**config.mk**
```make
export PLATFORM = sky130hd
export DESIGN_NAME = instr_fetch
export DESIGN_NICKNAME = d
export VERILOG_FILES = /design/src/rtl/instr_fetch.sv
export SDC_FILE = /design/constraint.sdc
export NUM_CORES = 1
export LEC_CHECK = 0
export ABC_AREA = 1
export CORE_AREA = 2 2 63 124
export CTS_BUF_LIST = sky130_fd_sc_hd__clkbuf_8
export DETAILED_ROUTE_END_ITERATION = 12
export DIE_AREA = 0 0 65 126
export DONT_BUFFER_PORTS = 1
export PLACE_DENSITY = 0.56
export SETUP_SLACK_MARGIN = 0.1
export SLEW_MARGIN = 30
export SYNTH_ARGS = -nofsm -noshare
export SYNTH_HDL_FRONTEND = slang
export SYNTH_SLANG_ARGS = --single-unit
```
**constraint.sdc**
```tcl
create_clock -name Clock -period 3 [get_ports Clock]
set_input_delay 0.6 -clock Clock [delete_from_list [all_inputs] [get_ports Clock]]
set_output_delay 0.6 -clock Clock [all_outputs]
set_load 0.02 [all_outputs]
```
**src/rtl/instr_fetch.sv**
```systemverilog
`default_nettype none
// ============================================================================
// Module      : instr_fetch
// Description : Instruction sequencer for the simple processor. Walks a
//               program counter through a synchronous-read ROM, issues one
//               instruction at a time on DIN/Run and waits for Done before
//               retiring it. Supports free-run and single-step operation, a
//               halt opcode (top three bits all ones) and a Done watchdog.
// Revision    : 1.0  initial release
// ----------------------------------------------------------------------------
// Ports
//   Clock      in   1       single clock, all state changes on posedge
//   Reset      in   1       synchronous, active-high reset
//   Start      in   1       level; begins/resumes fetching from IDLE
//   Step       in   1       1 = return to IDLE after each retire
//   mem_addr   out  ADDR_W  ROM address, combinationally equal to PC
//   mem_q      in   DATA_W  ROM data, valid the cycle after mem_addr
//   DIN        out  DATA_W  registered instruction word to the processor
//   Run        out  1       one-cycle issue strobe
//   Done       in   1       processor completion, sampled only in EXEC
//   PC         out  ADDR_W  address of current/next instruction
//   InstrCount out  16      retired-instruction count (wraps)
//   Halted     out  1       sticky; halt opcode fetched or watchdog expired
//   Error      out  1       sticky; Done watchdog expired
// ============================================================================
module instr_fetch #(
    parameter int ADDR_W  = 8,
    parameter int DATA_W  = 16,
    parameter int TIMEOUT = 8
) (
    input  logic              Clock,
    input  logic              Reset,
    input  logic              Start,
    input  logic              Step,
    output logic [ADDR_W-1:0] mem_addr,
    input  logic [DATA_W-1:0] mem_q,
    output logic [DATA_W-1:0] DIN,
    output logic              Run,
    input  logic              Done,
    output logic [ADDR_W-1:0] PC,
    output logic [15:0]       InstrCount,
    output logic              Halted,
    output logic              Error
);

    // Last watchdog value tolerated in EXEC; Done=0 while here expires it.
    localparam logic [7:0]        WD_LAST = 8'(TIMEOUT - 1);
    localparam logic [2:0]        HALT_OP = 3'b111;
    localparam logic [ADDR_W-1:0] PC_ONE  = ADDR_W'(1);

    typedef enum logic [2:0] {
        S_IDLE   = 3'd0,
        S_FETCH  = 3'd1,
        S_DECODE = 3'd2,
        S_ISSUE  = 3'd3,
        S_EXEC   = 3'd4,
        S_HALT   = 3'd5
    } state_t;

    state_t      state;
    state_t      state_next;
    logic [7:0]  watchdog;

    logic        is_halt_op;
    logic        retire;
    logic        halt_fetch;
    logic        wd_expire;
    logic        load_din;
    logic        wd_clear;
    logic        wd_inc;

    assign is_halt_op = (mem_q[DATA_W-1 -: 3] == HALT_OP);

    // PC is the ROM address directly, so FETCH presents it with no extra cycle.
    assign mem_addr = PC;
    assign Run      = (state == S_ISSUE);

    // ------------------------------------------------------------------------
    // Next-state and control decode
    // ------------------------------------------------------------------------
    always_comb begin
        state_next = state;
        retire     = 1'b0;
        halt_fetch = 1'b0;
        wd_expire  = 1'b0;
        load_din   = 1'b0;
        wd_clear   = 1'b0;
        wd_inc     = 1'b0;

        case (state)
            S_IDLE: begin
                if (Start) begin
                    state_next = S_FETCH;
                end
            end
            S_FETCH: begin
                // ROM read latency: data is available in DECODE.
                state_next = S_DECODE;
            end
            S_DECODE: begin
                load_din = 1'b1;
                if (is_halt_op) begin
                    halt_fetch = 1'b1;
                    state_next = S_HALT;
                end else begin
                    state_next = S_ISSUE;
                end
            end
            S_ISSUE: begin
                wd_clear   = 1'b1;
                state_next = S_EXEC;
            end
            S_EXEC: begin
                // Done takes priority over a watchdog expiring in the same cycle.
                if (Done) begin
                    retire     = 1'b1;
                    state_next = Step ? S_IDLE : S_FETCH;
                end else if (watchdog == WD_LAST) begin
                    wd_expire  = 1'b1;
                    state_next = S_HALT;
                end else begin
                    wd_inc     = 1'b1;
                end
            end
            S_HALT: begin
                state_next = S_HALT;
            end
            default: begin
                state_next = S_IDLE;
            end
        endcase
    end

    // ------------------------------------------------------------------------
    // State and datapath registers
    // ------------------------------------------------------------------------
    always_ff @(posedge Clock) begin
        if (Reset) begin
            state      <= S_IDLE;
            PC         <= '0;
            DIN        <= '0;
            InstrCount <= '0;
            Halted     <= 1'b0;
            Error      <= 1'b0;
            watchdog   <= '0;
        end else begin
            state <= state_next;

            if (load_din) begin
                DIN <= mem_q;
            end

            if (wd_clear) begin
                watchdog <= '0;
            end else if (wd_inc) begin
                watchdog <= watchdog + 8'd1;
            end

            if (retire) begin
                PC         <= PC + PC_ONE;
                InstrCount <= InstrCount + 16'd1;
            end

            if (halt_fetch || wd_expire) begin
                Halted <= 1'b1;
            end

            if (wd_expire) begin
                Error <= 1'b1;
            end
        end
    end

endmodule
`default_nettype wire
```
After elaboration in Yosys (flattened, before gate mapping)
Cells that the tools add are included.

Bits of input ports: 21. Bits in registers: 53. Output and inout bits: 51. Word-level logic and storage cells: 41.

Equality and inequality tests: 9. Muxes and demuxes: 18. Reduce and logical (&&, ||, !) cells: 4. Add/sub/neg operators: 3.

Operator list (count): 3-bit one-hot mux with 6 select lines (1); 16-bit by 1-bit adder with 16-bit output (second input constant) (1); 8-bit by 1-bit adder with 8-bit output (second input constant) (2); 1-bit 2-to-1 mux (13); 3-bit 2-to-1 mux (4); 3-bit equality test (second input constant) (3); 8-bit by 3-bit equality test with 1-bit output (second input constant) (1); 3-bit by 2-bit equality test with 1-bit output (second input constant) (2); 3-bit by 1-bit equality test with 1-bit output (second input constant) (1); 3-bit logical NOT (1); 3-bit inequality test (second input constant) (1); 2-bit inequality test (second input constant) (1); 2-bit AND reduction (1); 2-bit OR reduction (1); 1-bit logical OR (1).

Logic depth before layout (Yosys ltp)
Gate-level depths: netlist (run 1).

Depth in word-level cells: 5. Mapped depth: 8. Gate-level depth less buffers: 8.

Worst setup path after synthesis (run 1)
Ideal clock, no wire load.

Path type: reg2out. Start point: reg state[2]. End point: out Run. Cell stages (with the launch flop): 5. Required time: 2.400 ns. Path buffers: 1. Slack: 1.624 ns. Data arrival time: 0.776 ns. Cell sequence: dfxtp_1 -> buf_2 -> inv_1 -> nand3_1 -> inv_1.

Cells in the longest elaborated chain, start to end: 1.

Ends and longest elaborated chain: from (decl) (RTL line 60) `state_t state;`; from (signal assigned) (RTL line 147) `state <= state_next;`; 3-bit by 2-bit equality test with 1-bit output (RTL line 76) `assign Run = (state == S_ISSUE);`; to (decl) (RTL line 38) `output logic Run,`.

No other way between the ends.

Worst setup path after layout (run 1)
Ends and elaborated chain as after synthesis.

==> results.yml, run 1 <==
logic_synthesis:
  ys.flop_type: "dfxtp_1"
  synthMostInstantiatedCell: "nand2_1"
  synth.distinct_cells: 34
  synth_cells: 343
  synth_edf_count: 0
  yosysTopAreaCellShare: 0.428
  syn_avg_cell_area_um2: 7.22
  synth_common_cells: "64 x nand2_1, 55 x nor2_1, 53 x dfxtp_1, 38 x inv_1, 28 x a21oi_1"
  synth-seq-area-share: 0.428
  synth_top_cell_by_area: "dfxtp_1"
  ys_top_cells_by_area: "dfxtp_1 43%, nand2_1 9.7%, nor2_1 8.3%"
  synthesis.nets: 367
  syn-cell-area_um2: 2480
  yosys_register_bits: 53
  ys_warn_count: 0
  async_flop_share: 0
floorplanning:
  start_util: 0.344
  die_width_um: 65
  rows: 44
  io_pins: 72
  core_area_um2: 7210
  fp.dieH_um: 126
  die_area_um2: 8190
timing:
  tns_ns: 0
  tightest_slew_ns: 0.821
  finalCriticalPeriod_ns: 1.84
  max_freq_mhz: 544
  setup_viol: 0
  hold_violations: 0
  post-route-period-util: 0.613
  worst_clock_skew_ns: 0.00315
  rsz0062_at_grt: "false"
  holdWs_ns: 0.350
  slew_violations: 0
  relSlewSlack: 0.452
routing:
  antenna_left: 0
  wl_per_cell_um: 13.3
  routed_wl_mm: 5.66
  dr.pass1.iters: 4
  via_per_inst: 4.83
  drc: 0
  routed-via-count: 2049
  drt_first_iter_violations: 108
grt:
  grt_max_degree: 31
  grt_pass1_wl_mm: 9.39
  grt_usage: 0.147
  grt.overflow.total: 0
  grt_pass1_vias: 1998
  antenna_found_initial: 0
power_and_ir_drop:
  p_leak_nw: 0.971
  power.density_nw_per_um2: 519
  power_mw: 1.33
  vdd_drop_max_v: 0.000256
clock_network:
  clock-root-buffer: "clkbuf_8"
  clock_latency_ns: 0.30
  cts_tree: "built"
  h-tree-depth: 2
  clk_pin_slew_worst_paths_ns: 0.09
  cts_buffer_depth: 2
  cts_repair_resize_count: 0
  cts_inserted_buffers: 5
  post_cts.repair.setup_buffers: 0
  hold_buffers: 0
  cts.sinks: 53
worst_setup_path:
  r2r-end: "PC[5]"
  reg2regPathDepth: 6
  setup.worst_path.class: "flop to primary output"
  end_kind: "primary output"
  regToRegStartpoint: "PC[2]"
  critPathLaunchType: "flop"
  worstPathMaxFanout: 8
  reg2reg_slack_ns: 1.35
  required_ns: 2.40
  crit_arrival_ns: 1.24
layout:
  diodes: 0
  multi_input_area_um2: 1150
  design_area_um2: 2560
  syn_to_final_growth_pct: 3.54
  seq_area_um2: 1060
  fin_nets: 356
  drive_above_1_share: 0.0482
  utilization: 0.356
  fillerInstances: 793
hold_path:
  min-delay-start: "Reset"
  min_path_cells: 1
  hold_end: "DIN[14]"
  hold_class: "input pin to flop"
placed_design:
  gp_congestion: 0.847
  numPortBuffers: 0
  dpl_cell_area_um2: 2480
  dp_hpwl_mm: 4.31
outcome:
  status: "completed"
run:
  cap_viol_max_count: 0
[worst max-delay path by stage]
stage | startpoint | cells past startpoint | end | slack, ns
2_1_floorplan | state[2] | 4 | Run | 1.62
3_3_place_gp | Reset | 3 | InstrCount[6] | 1.36
3_5_place_dp | Reset | 3 | InstrCount[6] | 1.33
4_1_cts | state[2] | 3 | Run | 1.12
5_1_grt | state[2] | 3 | Run | 1.06
6_report | state[2] | 3 | Run | 1.16
[cell type report]
cell class	count	share of cell area
inverter	40	0.0585
clock buffer	6	0.0322
multi-input combinational	232	0.449
tap	92	0.0449
sequential	53	0.414
clock inverter	1	0.00146
[cells in the final DEF, fill, tap and decap left out]
master     n
nor3b_1    1
inv_2      2
o21bai_1   2
a41oi_1    1
nor4_1     1
nand2_2    1
xor2_1     4
dfxtp_1   53
nor3_1    13
inv_1     39
nand4_1    5
nand2_1   64
nand3_4    1
nand3_1   14
o21ai_0   26
nor2_8     1
and2_4     1
o21ai_1    1
or2_1      1
clkbuf_8   6
nor3_4     1
a31oi_1    2
o21a_1     1
nand4_4    1
a21oi_1   28
nand3b_1   1
o31ai_1    1
ha_1       3
nor2_1    55
nor2_4     2
[sequential cells by signal (all words and copies together), names as in the netlist]
name        flops
DIN            16
InstrCount     16
PC              8
watchdog        8
state           3
Error           1
Halted          1
[routing by layer]
layer	track usage	wire length, µm	vias to the layer above
met3	0.0384	288	6
met2	0.284	3240	40
met1	0.139	2020	930
li1	-	-	1073
met5	0	0	-
met4	0.0651	111	0
[per-stage QoR]
stage / worst slack (ns) / cells
after global placement: 1.36 / 417
after floorplan: 1.62 / 343
after global routing: 1.06 / 424
after CTS: 1.12 / 424
after detailed placement: 1.33 / 417
final: 1.16 / 424
[report_power, final]
part	total (mW)	switching [mW]	internal (mW)
sequential	0.811	0.0706	0.740
combinational	0.114	0.0746	0.0391
clock	0.408	0.228	0.180
total	1.33	0.373	0.960
[kinds of logic (layout without fill, tap and decap cells)]
family / after synthesis / after routing / synth area share
XOR/XNOR: 4 / 4 / 0.0141
AND/OR/NAND/NOR: 163 / 163 / 0.304
AO/OA/AOI/OAI: 62 / 62 / 0.132
buffers and inverters: 58 / 47 / 0.107
flip-flops: 53 / 53 / 0.428
adder cells (fa/ha/maj): 3 / 3 / 0.0152
[worst max-delay path: stages, from the launching register on]
cell and delay (ns):
dfxtp_1 0.54, inv_1 0.12, nand3_1 0.13, inv_1 0.14
Note: power is estimated with default switching activity, not from simulation.
==> run 2, diff against run 1 <==
==> constraint.sdc (replaced) <==
create_clock -name Clock -period 1.8 [get_ports Clock]
set_input_delay 0.36 -clock Clock [delete_from_list [all_inputs] [get_ports Clock]]
set_output_delay 0.36 -clock Clock [all_outputs]
set_load 0.02 [all_outputs]
==> results.yml, run 2 (synthesis results as in run 1) <==
worst_setup_path:
  critPathLaunchType: "flop"
  crit_arrival_ns: 1.15
  reg2reg_slack_ns: 0.32
  reg2regPathDepth: 6
  setup.worst_path.class: "flop to primary output"
  worstPathMaxFanout: 6
  end_kind: "primary output"
  required_ns: 1.44
grt:
  antenna_found_initial: 0
  grt_max_degree: 18
  grt_pass1_vias: 2029
  grt_usage: 0.152
  grt.overflow.total: 0
  grt_pass1_wl_mm: 9.60
layout:
  layout.cells.most_common: "nand2_1"
  instances_no_fill: 442
  syn_to_final_growth_pct: 10.5
  fin_nets: 373
  reg_top3: "DIN x16, InstrCount x16"
  final_cell_mix: "64 x nand2_1, 55 x nor2_1, 52 x dfxtp_1, 39 x inv_1, 28 x a21oi_1"
  diodes: 0
  drive_above_1_share: 0.100
power_and_ir_drop:
  vdd_drop_max_v: 0.000628
  intPower_mw: 1.76
  p_clk_frac: 0.352
  power.density_nw_per_um2: 877
  p_comb_frac: 0.087
  p_sw_uw: 641
  p_leak_nw: 1.08
  netSwitchingFraction: 0.267
  seqPwrFrac: 0.561
timing:
  tns_ns: 0
  relSlewSlack: 0.671
  setup_viol: 0
  post-route-period-util: 0.836
  max_freq_mhz: 664
  slew_violations: 0
  worst_clock_skew_ns: 0.00605
  tightest_slew_ns: 0.493
  rsz0062_at_grt: "false"
  hold_violations: 0
  finalCriticalPeriod_ns: 1.51
clock_network:
  cts.sinks: 53
  cts_tree: "built"
  hold_buffers: 0
  clock_latency_ns: 0.31
  clock-root-buffer: "clkbuf_8"
  cts_buffer_depth: 2
  h-tree-depth: 2
  clk_pin_slew_worst_paths_ns: 0.10
  cts_repair_resize_count: 0
  post_cts.repair.setup_buffers: 0
  cts_inserted_buffers: 5
routing:
  routed-via-count: 2127
  drt_first_iter_violations: 96
  dr.pass1.iters: 4
  drc: 0
  via_per_inst: 4.81
  routed_wl_mm: 5.78
  wl_per_cell_um: 13.1
  antenna_left: 0
floorplanning:
  die_area_um2: 8190
  fp.dieH_um: 126
  die_width_um: 65
  start_util: 0.344
  rows: 44
  io_pins: 72
  core_area_um2: 7210
placed_design:
  dp_hpwl_mm: 4.43
  place_inst: 434
  numPortBuffers: 0
  gp_congestion: 0.823
outcome:
  status: "completed"
hold_path:
  min_path_cells: 1
  hold_class: "input pin to flop"
run:
  cap_viol_max_count: 0
-- run 2: changes by cell type in the layout (fill, tap and decap cells not counted), sizes merged --
cell	change
buf	+17
bufinv	+1
-- run 2: through the flow --
step | power [mW] | area [µm²] | utilization | setup WS, ns | hold slack [ns]
2_1_floorplan | 1.54 | 2480 | - | 0.431 | 0.444
5_1_grt | 2.53 | 2740 | 0.379 | 0.149 | 0.0804
4_1_cts | 2.45 | 2740 | 0.379 | 0.164 | 0.0822
3_5_place_dp | 1.59 | 2620 | 0.363 | 0.341 | 0.435
3_3_place_gp | 1.58 | 2620 | 0.363 | 0.392 | 0.432
6_report | 2.40 | 2740 | 0.379 | 0.295 | 0.104
-- run 2: path summary, 6_finish.rpt --
check / end / start
worst max-delay path: Run / state[0]
worst min-delay path: DIN[14] / Reset
worst max register to register: InstrCount[7] / state[0]
worst min register to register: watchdog[6] / watchdog[6]
-- run 2: layout make-up --
type	count	area (µm²)
fill	767	4480
sequential	53	1060
multi-input combinational	232	1150
inverter	40	150
tap	92	115
clock buffer	6	82.6
clock inverter	2	33.8
timing repair buffer	17	140
-- run 2: critical path, cell delays in order, from the launching register on --
cell	delay, ns
dfxtp_1	0.46
nand3_1	0.16
inv_1	0.22
-- run 2: per-layer routing --
layer | global-route usage | routed length, µm
met1 | 0.143 | 2040
met2 | 0.292 | 3330
met3 | 0.0402 | 284
met4 | 0.0663 | 136
met5 | 0 | 0
-- run 2: power groups by stage --
stage | Clock [mW] | Combinational [mW] | Sequential, mW
CTS | 0.891 | 0.212 | 1.35
floorplan | 0 | 0.178 | 1.36
global placement | 0 | 0.207 | 1.37
finish | 0.845 | 0.208 | 1.35
global route | 0.929 | 0.244 | 1.36
detailed placement | 0 | 0.212 | 1.38
==> run 3, diff against run 2 <==
--- a/config.mk
+++ b/config.mk
@@ -11,7 +11,7 @@
 export DETAILED_ROUTE_END_ITERATION = 12
 export DIE_AREA = 0 0 65 126
 export DONT_BUFFER_PORTS = 1
-export PLACE_DENSITY = 0.56
+export PLACE_DENSITY = 0.58
 export SETUP_SLACK_MARGIN = 0.1
 export SLEW_MARGIN = 30
 export SYNTH_ARGS = -nofsm -noshare
==> constraint.sdc (replaced) <==
create_clock -name Clock -period 1.32 [get_ports Clock]
set_input_delay 0.264 -clock Clock [delete_from_list [all_inputs] [get_ports Clock]]
set_output_delay 0.264 -clock Clock [all_outputs]
set_load 0.02 [all_outputs]
==> results.yml, run 3 (synthesis results as in run 1) <==
power_and_ir_drop:
  power_mw: 3.25
  p_leak_nw: 1.34
  power.density_nw_per_um2: 973
  vdd_drop_max_v: 0.000763
routing:
  dr.pass1.iters: 4
  antenna_left: 0
  drc: 0
  via_per_inst: 4.97
  drt_first_iter_violations: 101
  routed_wl_mm: 6.69
  wl_per_cell_um: 13.7
  routed-via-count: 2427
grt:
  grt_usage: 0.165
  grt_pass1_vias: 2361
  grt_pass1_wl_mm: 10.5
  grt.overflow.total: 0
  antenna_found_initial: 0
  grt_max_degree: 18
layout:
  layout.cells.most_common: "nand2_1"
  design_area_um2: 3340
  utilization: 0.463
  reg_top3: "DIN x16, InstrCount x16"
  instances_no_fill: 488
  drive_above_1_share: 0.374
  syn_to_final_growth_pct: 34.9
  fin_nets: 420
  diodes: 0
  final_cell_mix: "59 x nand2_1, 49 x buf_4, 46 x nor2_1, 32 x dfxtp_1, 30 x inv_1"
timing:
  max_freq_mhz: 744
  rsz0062_at_grt: "true"
  worst_clock_skew_ns: 0.00878
  relSlewSlack: 0.775
  holdWs_ns: 0.0171
  setup_viol: 1
  post-route-period-util: 1.02
  finalCriticalPeriod_ns: 1.34
  slew_violations: 0
  tightest_slew_ns: 0.336
  tns_ns: -0.0237
  hold_violations: 0
  setup_ws_ns: -0.0237
floorplanning:
  fp.dieH_um: 126
  rows: 44
  die_width_um: 65
  die_area_um2: 8190
  core_area_um2: 7210
  io_pins: 72
  start_util: 0.344
worst_setup_path:
  crit_top_cell: "buf_6"
  crit_arrival_ns: 1.08
  critPathMaxStageDelay_ns: 0.38
  worstPathMaxFanout: 5
  crit_chain: "buf_6 -> nand3_4 -> inv_4 -> buf_6"
  crit_family: "flip-flops"
  setup.worst_path.class: "flop to primary output"
  end_kind: "primary output"
  worst-path-buf-inv: 3
  slowest_stage: "dfxtp_4"
  critPathLaunchType: "flop"
  required_ns: 1.06
hold_path:
  hold_class: "input pin to flop"
placed_design:
  place_inst: 464
  numPortBuffers: 0
  dp_hpwl_mm: 4.65
  dp_slack_ns: -0.0102
  gp_congestion: 0.841
  dpl_cell_area_um2: 2860
run:
  cap_viol_max_count: 0
clock_network:
  cts_inserted_buffers: 5
  clk_pin_slew_worst_paths_ns: 0.09
  cts_tree: "built"
  clock_latency_ns: 0.31
  cts.sinks: 53
  h-tree-depth: 2
  cts_buffer_depth: 2
  clock-root-buffer: "clkbuf_8"
outcome:
  violations: "setup timing"
  status: "complete, but fails checks"
run 3: cell types whose count changed in the layout (fill, tap and decap cells not counted), moves of 11 or more:
cell	delta
dfxtp_2	+16
o21ai_0	-18
buf_6	+13
dfxtp_1	-20
o21ai_1	+11
buf_4	+33
run 3: worst paths after layout:
check	startpoint	to	slack [ns]	depth (start not counted)
worst max-delay path	state[0]	Run	-0.02	4
worst min-delay path	Reset	InstrCount[4]	0.02	1
worst max register to register	state[1]	InstrCount[10]	0	8
worst min register to register	InstrCount[6]	InstrCount[6]	0.47	1
run 3: final cells by class:
| cell class | count | area [µm²] |
|---|---|---|
| Tap cell | 92 | 115 |
| Sequential cell | 53 | 1100 |
| Fill cell | 737 | 3870 |
| Clock buffer | 6 | 82.6 |
| Inverter | 40 | 163 |
| Clock inverter | 1 | 3.75 |
| Multi-Input combinational cell | 232 | 1350 |
| Timing Repair Buffer | 64 | 534 |
run 3: repair_timing:
item | 4_1_cts | 5_1_grt
hold buffers | 1 | 1
buffers inserted | 10 | 5
resized for setup | 60 | 45
setup endpoints to repair | 45 | 58
hold endpoints to repair | 5 | 2
pin swaps | 12 | 4
run 3: report_power, final:
group,total (mW),switching [mW],internal (mW)
sequential,1.83,0.146,1.68
combinational,0.482,0.263,0.219
clock,0.943,0.533,0.410
total,3.25,0.942,2.31
run 3: routing by layer:
layer / part of all wire / global-route usage / vias to the layer above
met2: 0.58 / 0.327 / 67
met5: 0 / 0 / -
met1: 0.34 / 0.151 / 1142
li1: - / - / 1197
met4: 0.036 / 0.0814 / 0
met3: 0.044 / 0.0330 / 21
